## config.mk

```make
export PLATFORM = sky130hd
export DESIGN_NAME = div_unit_flat
export DESIGN_NICKNAME = d
export VERILOG_FILES = /design/src/rtl/div_pkg.sv /design/src/rtl/div_unit_if.sv /design/src/rtl/div_special.sv /design/src/rtl/div_unit.sv /design/src/flat_wrapper.sv
export SDC_FILE = /design/constraint.sdc
export NUM_CORES = 1
export LEC_CHECK = 0
export CAP_MARGIN = 5
export CORE_MARGIN = 2
export CORE_UTILIZATION = 44
export DETAILED_ROUTE_END_ITERATION = 8
export GPL_TIMING_DRIVEN = 0
export HOLD_SLACK_MARGIN = 0.02
export PLACE_DENSITY = 0.73
export SYNTH_ARGS = -nofsm -noshare
export SYNTH_HDL_FRONTEND = slang
export SYNTH_SLANG_ARGS = --single-unit
export TNS_END_PERCENT = 100
```

## constraint.sdc

```tcl
create_clock -name clk -period 9.5 [get_ports clk]
set_input_delay 2.375 -clock clk [delete_from_list [all_inputs] [get_ports clk]]
set_output_delay 2.375 -clock clk [all_outputs]
set_load 0.02 [all_outputs]
```

## src/rtl/div_pkg.sv

```systemverilog
// Shared types and helpers for the divider sequencer: op encoding, FSM states,
// and the magnitude/negation helpers used on both the operand and result sides.
package div_pkg;
   localparam int          XLEN     = 32;
   localparam logic [31:0] INT_MIN  = 32'h8000_0000;
   localparam logic [31:0] ALL_ONES = 32'hFFFF_FFFF;

   typedef enum logic [1:0] {
      DIV  = 2'b00,
      DIVU = 2'b01,
      REM  = 2'b10,
      REMU = 2'b11
   } div_op_t;

   typedef enum logic [1:0] {
      IDLE,
      LAUNCH,
      WAIT,
      RESP
   } div_state_t;

   // funct3[0] clear means a signed op
   function automatic logic op_signed(div_op_t op);
      return ~op[0];
   endfunction

   function automatic logic [31:0] neg_if(logic n, logic [31:0] v);
      return n ? (~v + 32'd1) : v;
   endfunction
endpackage

```

## src/rtl/div_unit_if.sv

```systemverilog
// Request/response handshake plus the divider-side strobe bus for div_unit.
interface div_unit_if;
   import div_pkg::*;

   logic        in_valid;
   logic        in_ready;
   div_op_t     op;
   logic [31:0] a;
   logic [31:0] b;
   logic        flush;
   logic        out_valid;
   logic        out_ready;
   logic [31:0] result;
   logic        div_start;
   logic [31:0] div_a;
   logic [31:0] div_b;
   logic [31:0] div_q;
   logic [31:0] div_r;
   logic        div_done;

   modport slave (
      input  in_valid, op, a, b, flush, out_ready, div_q, div_r, div_done,
      output in_ready, out_valid, result, div_start, div_a, div_b
   );

   modport master (
      output in_valid, op, a, b, flush, out_ready, div_q, div_r, div_done,
      input  in_ready, out_valid, result, div_start, div_a, div_b
   );
endinterface

```

## src/rtl/div_special.sv

```systemverilog
// Combinational detection of the operand combinations the iterative divider
// cannot handle, with the architecturally defined result for each.
module div_special
   import div_pkg::*;
(
   input  div_op_t     op,
   input  logic [31:0] a,
   input  logic [31:0] b,
   output logic        hit,
   output logic [31:0] value
);
   logic [31:0] q;
   logic [31:0] r;

   always_comb begin
      hit = 1'b0;
      q   = '0;
      r   = a;
      if (b == '0) begin
         hit = 1'b1;
         q   = ALL_ONES;
         r   = a;
      end else if (op_signed(op) && a == INT_MIN && b == ALL_ONES) begin
         hit = 1'b1;
         q   = INT_MIN;
         r   = '0;
      end else if (!op_signed(op) && b[31]) begin
         // quotient can only be 0 or 1 when the divisor has its top bit set
         hit = 1'b1;
         q   = (a >= b) ? 32'd1 : 32'd0;
         r   = q[0] ? (a - b) : a;
      end
      value = op[1] ? r : q;
   end
endmodule

```

## src/rtl/div_unit.sv

```systemverilog
// Sequencer in front of the shared iterative divider: filters special cases,
// feeds magnitudes to the divider, sign-fixes its result and holds it for the consumer.
module div_unit
   import div_pkg::*;
#(
   parameter int XLEN = 32
) (
   input logic       clk,
   input logic       N_reset,
   div_unit_if.slave bus
);
   div_state_t      state;
   div_op_t         op_q;
   logic            a_neg, b_neg;
   logic            out_valid_q, div_start_q;
   logic [XLEN-1:0] result_q, div_a_q, div_b_q;

   logic            sp_hit;
   logic [XLEN-1:0] sp_val;
   logic            in_signed;
   logic [XLEN-1:0] mag_a, mag_b;
   logic            fix_neg;
   logic [XLEN-1:0] fix_val;

   div_special u_special (
      .op    (bus.op),
      .a     (bus.a),
      .b     (bus.b),
      .hit   (sp_hit),
      .value (sp_val)
   );

   assign in_signed = op_signed(bus.op);
   assign mag_a     = neg_if(in_signed & bus.a[31], bus.a);
   assign mag_b     = neg_if(in_signed & bus.b[31], bus.b);

   // remainder takes the dividend's sign, quotient the xor of both
   assign fix_neg = op_signed(op_q) & (op_q[1] ? a_neg : (a_neg ^ b_neg));
   assign fix_val = neg_if(fix_neg, op_q[1] ? bus.div_r : bus.div_q);

   assign bus.in_ready  = (state == IDLE);
   assign bus.out_valid = out_valid_q;
   assign bus.result    = result_q;
   assign bus.div_start = div_start_q;
   assign bus.div_a     = div_a_q;
   assign bus.div_b     = div_b_q;

   always_ff @(posedge clk or negedge N_reset) begin
      if (!N_reset) begin
         state       <= IDLE;
         op_q        <= DIV;
         a_neg       <= 1'b0;
         b_neg       <= 1'b0;
         out_valid_q <= 1'b0;
         div_start_q <= 1'b0;
         result_q    <= '0;
         div_a_q     <= '0;
         div_b_q     <= '0;
      end else begin
         div_start_q <= 1'b0;
         if (bus.flush) begin
            state       <= IDLE;
            out_valid_q <= 1'b0;
         end else begin
            case (state)
               IDLE: if (bus.in_valid) begin
                  op_q    <= bus.op;
                  a_neg   <= bus.a[31];
                  b_neg   <= bus.b[31];
                  div_a_q <= mag_a;
                  div_b_q <= mag_b;
                  if (sp_hit) begin
                     result_q    <= sp_val;
                     out_valid_q <= 1'b1;
                     state       <= RESP;
                  end else begin
                     div_start_q <= 1'b1;
                     state       <= LAUNCH;
                  end
               end
               // done may still be high from a previous run here; not sampled
               LAUNCH: state <= WAIT;
               WAIT: if (bus.div_done) begin
                  result_q    <= fix_val;
                  out_valid_q <= 1'b1;
                  state       <= RESP;
               end
               RESP: if (bus.out_ready) begin
                  out_valid_q <= 1'b0;
                  state       <= IDLE;
               end
               default: state <= IDLE;
            endcase
         end
      end
   end
endmodule

```

## src/flat_wrapper.sv

```systemverilog
// flat-port wrapper written by rule: the top's interface ports become plain ports
module div_unit_flat import div_pkg::*;
#(
   parameter int XLEN = 32
)
  (clk, N_reset, bus_in_valid, bus_op, bus_a, bus_b, bus_flush, bus_out_ready, bus_div_q, bus_div_r, bus_div_done, bus_in_ready, bus_out_valid, bus_result, bus_div_start, bus_div_a, bus_div_b);
  div_unit_if bus_i ();
  input logic clk;
  input logic N_reset;
  input wire logic [$bits(bus_i.in_valid)-1:0] bus_in_valid;
  input wire logic [$bits(bus_i.op)-1:0] bus_op;
  input wire logic [$bits(bus_i.a)-1:0] bus_a;
  input wire logic [$bits(bus_i.b)-1:0] bus_b;
  input wire logic [$bits(bus_i.flush)-1:0] bus_flush;
  input wire logic [$bits(bus_i.out_ready)-1:0] bus_out_ready;
  input wire logic [$bits(bus_i.div_q)-1:0] bus_div_q;
  input wire logic [$bits(bus_i.div_r)-1:0] bus_div_r;
  input wire logic [$bits(bus_i.div_done)-1:0] bus_div_done;
  output wire logic [$bits(bus_i.in_ready)-1:0] bus_in_ready;
  output wire logic [$bits(bus_i.out_valid)-1:0] bus_out_valid;
  output wire logic [$bits(bus_i.result)-1:0] bus_result;
  output wire logic [$bits(bus_i.div_start)-1:0] bus_div_start;
  output wire logic [$bits(bus_i.div_a)-1:0] bus_div_a;
  output wire logic [$bits(bus_i.div_b)-1:0] bus_div_b;
  assign bus_i.in_valid = bus_in_valid;
  assign bus_i.op = bus_op;
  assign bus_i.a = bus_a;
  assign bus_i.b = bus_b;
  assign bus_i.flush = bus_flush;
  assign bus_i.out_ready = bus_out_ready;
  assign bus_i.div_q = bus_div_q;
  assign bus_i.div_r = bus_div_r;
  assign bus_i.div_done = bus_div_done;
  assign bus_in_ready = bus_i.in_ready;
  assign bus_out_valid = bus_i.out_valid;
  assign bus_result = bus_i.result;
  assign bus_div_start = bus_i.div_start;
  assign bus_div_a = bus_i.div_a;
  assign bus_div_b = bus_i.div_b;
  div_unit #(.XLEN(XLEN)) u_core (.clk(clk), .N_reset(N_reset), .bus(bus_i));
endmodule
```

==> implementation parameters <==
Parameter                              Value

Run status
  Run status    finished clean

Finish
  Final net count    around 1600
  Antenna diodes    0
  Area growth from synthesis to final layout    33.6%
  Post-route non-filler standard cell count    1653
  Post-Layout Inst Area    roughly 12000 um2
  Share of final-layout standard cells stronger than drive strength 1    between 3 and 4%

Yosys
  Area share of the leading cell type in the synthesized netlist    between 20% and 30%
  Synth top cells by count    nand2_1 (113), o21ai_0 (109), dfrtp_1 (104)
  Flop and latch count out of synthesis    104
  Number of synthesized flops with an enable pin    0
  Syn nets    around 1300
  Ys flop type    dfrtp_1
  Largest cells by area after synthesis    dfrtp_1 (29%), xnor2_1 (7.7%), o21ai_0 (6.1%)
  Share of synthesized area occupied by flip-flops and latches    approximately 29%
  Synthesized instance count    ~1100
  Async set-reset flop share out of synthesis    100%
  Mean post-synth cell area    between 7 and 8 um2
  Distinct cells, synth    between 70 and 80
  Cell taking the most area after synthesis    dfrtp_1
  Syn. warnings    0
  Most instantiated library cell after synthesis    nand2_1
  Cell area after technology mapping    around 9000 um2

Worst setup path
  Startpoint kind of the worst setup timing path    input pin
  Critical Path Sink Type    flop
  Launch point of the critical path    bus_a[21]
  Worst setup path end    u_core.bus.result[23]
  CP Data Required Time    9.79 ns
  Startpoint of the worst-slack reg-to-reg timing path    u_core.op_q[1]
  Reg2Reg Capture Point    u_core.bus.result[24]
  R2R cell count    15
  Arrival time at the worst endpoint    roughly 6.6 ns
  Worst setup slack for register-to-register paths    between 4 and 5 ns
  Setup Crit Path Kind    in -> reg
  Worst-path maximum fanout    10

STA
  Max-slew violations    0
  Final count of hold timing violations    0
  Max Clock Freq    roughly 160 MHz
  Post-route fraction of the period consumed by the critical path    between 60% and 70%
  Worst-margin pin slew    roughly 1.0 ns
  Worst-case headroom to the max-slew limit    about 30%
  Post-route worst setup slack    3.17 ns
  Total negative slack    0 ns
  Unrepaired setup endpoints after global routing    no
  Post-layout min period    approximately 6.3 ns
  Fin Clk Skew    ~0.011 ns
  Setup Viol. Count Final    0

Placed design
  Placed Cells    about 1600
  Port bufs    approximately 230
  Placed instance area    11700 um2
  Weighted congestion reported at the end of routability-driven placement    between 0.9 and 1
  HPWL after DPL    28.2 mm
  Worst setup timing slack at the placement stage    between 3 and 4 ns

Detailed routing
  DRC Markers    0
  Detailed Routing Iterations Pass 1    5
  Via density per instance    approximately 6
  Remaining number of nets flagged by the antenna check after routing    0
  Wire length per cell after detailed routing    between 20 and 25 um
  Total wire length    roughly 35 mm
  Number of vias in the routed layout    9900
  1st-iter DRT viols    about 830

Floorplan
  Initial Utilization    roughly 45%
  Placement row count    52
  Die height    between 100 and 150 um
  Die Area    21500 um2
  Boundary Pins    between 200 and 250
  Horiz. Die Dim    between 100 and 150 um
  Core footprint    between 20000 and 25000 um2

Power
  Power density over cell area    around 260 nW/um2
  Sum of internal, switching and leakage power    a little over 3 mW
  Worst VDD drop    ~0.18 mV
  Leak    between 4 and 5 nW

Clocking
  Inserted Clock Buffers    9
  Clk buf depth    2
  Number of H-tree levels    3
  Clock insertion delay at the later pin of the skew report    around 0.36 ns
  Worst-path clk slew    0.08 ns
  Number of sinks handled by clock tree synthesis    about 100
  TritonCTS clock tree    yes
  Number of buffers inserted by post-CTS setup repair    0
  CTS Hold Buffers Added    0
  Clock tree root driver cell    clkbuf_16
  Count of cells resized by post-cts repair    0

Global route
  Via count of the first global-routing pass    approximately 9200
  Aggregate global routing overflow    0
  Antenna violations before repair    1
  Maximum number of pins on one net before global-route repair    70
  GRT Total Usage    between 30% and 40%
  Wire length of the first global-routing pass    roughly 53 mm

Min path
  Worst min path class    reg -> reg

Job
  Number of max-cap violations    0
## sequential cells by signal (all words and copies together) (netlist names)
signal / count
u_core.a_neg: 1
u_core.b_neg: 1
u_core.bus.div_a: 32
u_core.bus.div_b: 32
u_core.bus.div_start: 1
u_core.bus.out_valid: 1
u_core.bus.result: 32
u_core.op_q: 2
u_core.state: 2
## metal layers
metal	up-vias	share of wire [%]	track usage, %
met1	4787	44	43.2
met3	45	6.9	4.38
met2	439	47	52.2
met5	-	0.029	0
li1	4627	-	-
met4	2	2.0	7.72
## final cells by class
type | instances | area, um2
buffer | 57 | 229
clock buffer | 9 | 225
clock inverter | 6 | 75.1
fill | 1855 | 8140
inverter | 59 | 221
multi-input combinational | 913 | 5900
sequential | 104 | 2600
tap | 270 | 338
timing repair buffer | 235 | 2370
## cell families (layout without fill, tap and decap cells)
logic type               Yosys count  in the layout  share of synthesized area, %
multiplexers                      38             38                          4.40
AND/OR/NAND/NOR                  361            361                          19.8
adder cells (fa/ha/maj)           40             40                          5.67
flip-flops                       104            104                          29.1
AO/OA/AOI/OAI                    363            363                          25.2
XOR/XNOR                         111            111                          10.9
buffers and inverters            116            366                          5.03
## placed cells by master, fill, tap and decap left out, types with 15 or more instances in the layout
master / n
o21ai_0: 109
nand3_1: 18
dfrtp_1: 104
inv_1: 58
nand4_1: 15
mux2i_1: 29
o31ai_1: 16
clkdlybuf4s50_1: 233
clkbuf_1: 45
a31oi_1: 15
ha_1: 39
nor3_1: 42
nand2b_1: 18
nor2_1: 78
a21o_1: 15
xnor2_1: 79
nand2_1: 113
xor2_1: 32
a21oi_1: 103
a221oi_1: 18
## where the power goes
group | total [mW] | internal (mW) | switching (mW)
combinational | 1.91 | 0.822 | 1.08
sequential | 0.771 | 0.652 | 0.119
clock | 0.392 | 0.207 | 0.185
## worst min path at each step
stage	startpoint	slack (ns)	endpoint	cells past startpoint
after detailed placement	u_core.bus.div_b[11]	0.47	u_core.bus.div_b[11]	2
after global placement	u_core.bus.div_a[31]	0.46	u_core.bus.div_a[31]	2
after global routing	u_core.bus.div_a[17]	0.51	u_core.bus.div_a[17]	2
after floorplan	u_core.b_neg	0.45	u_core.b_neg	2
after CTS	u_core.bus.div_b[11]	0.48	u_core.bus.div_b[11]	2
final	u_core.bus.div_b[11]	0.48	u_core.bus.div_b[11]	2
## per-stage QoR
step | utilization (%) | hold WS, ns
finish | 59.5 | 0.480
global route | 59.5 | 0.507
CTS | 59.5 | 0.483
detailed placement | 58.0 | 0.470
global placement | 57.9 | 0.462
floorplan | - | 0.447
## critical path, stage by stage
cell	delay, ns
clkdlybuf4s50_1	0.65
ha_1	0.40
clkbuf_1	0.28
nand4_1	0.27
nor4_1	0.45
o221ai_1	0.23
nand3_1	0.17
o21ai_1	0.18
nor2_1	0.46
clkbuf_1	0.55
o311ai_0	0.37
a21oi_1	0.21
No activity file was read; power rests on OpenSTA's default activity.
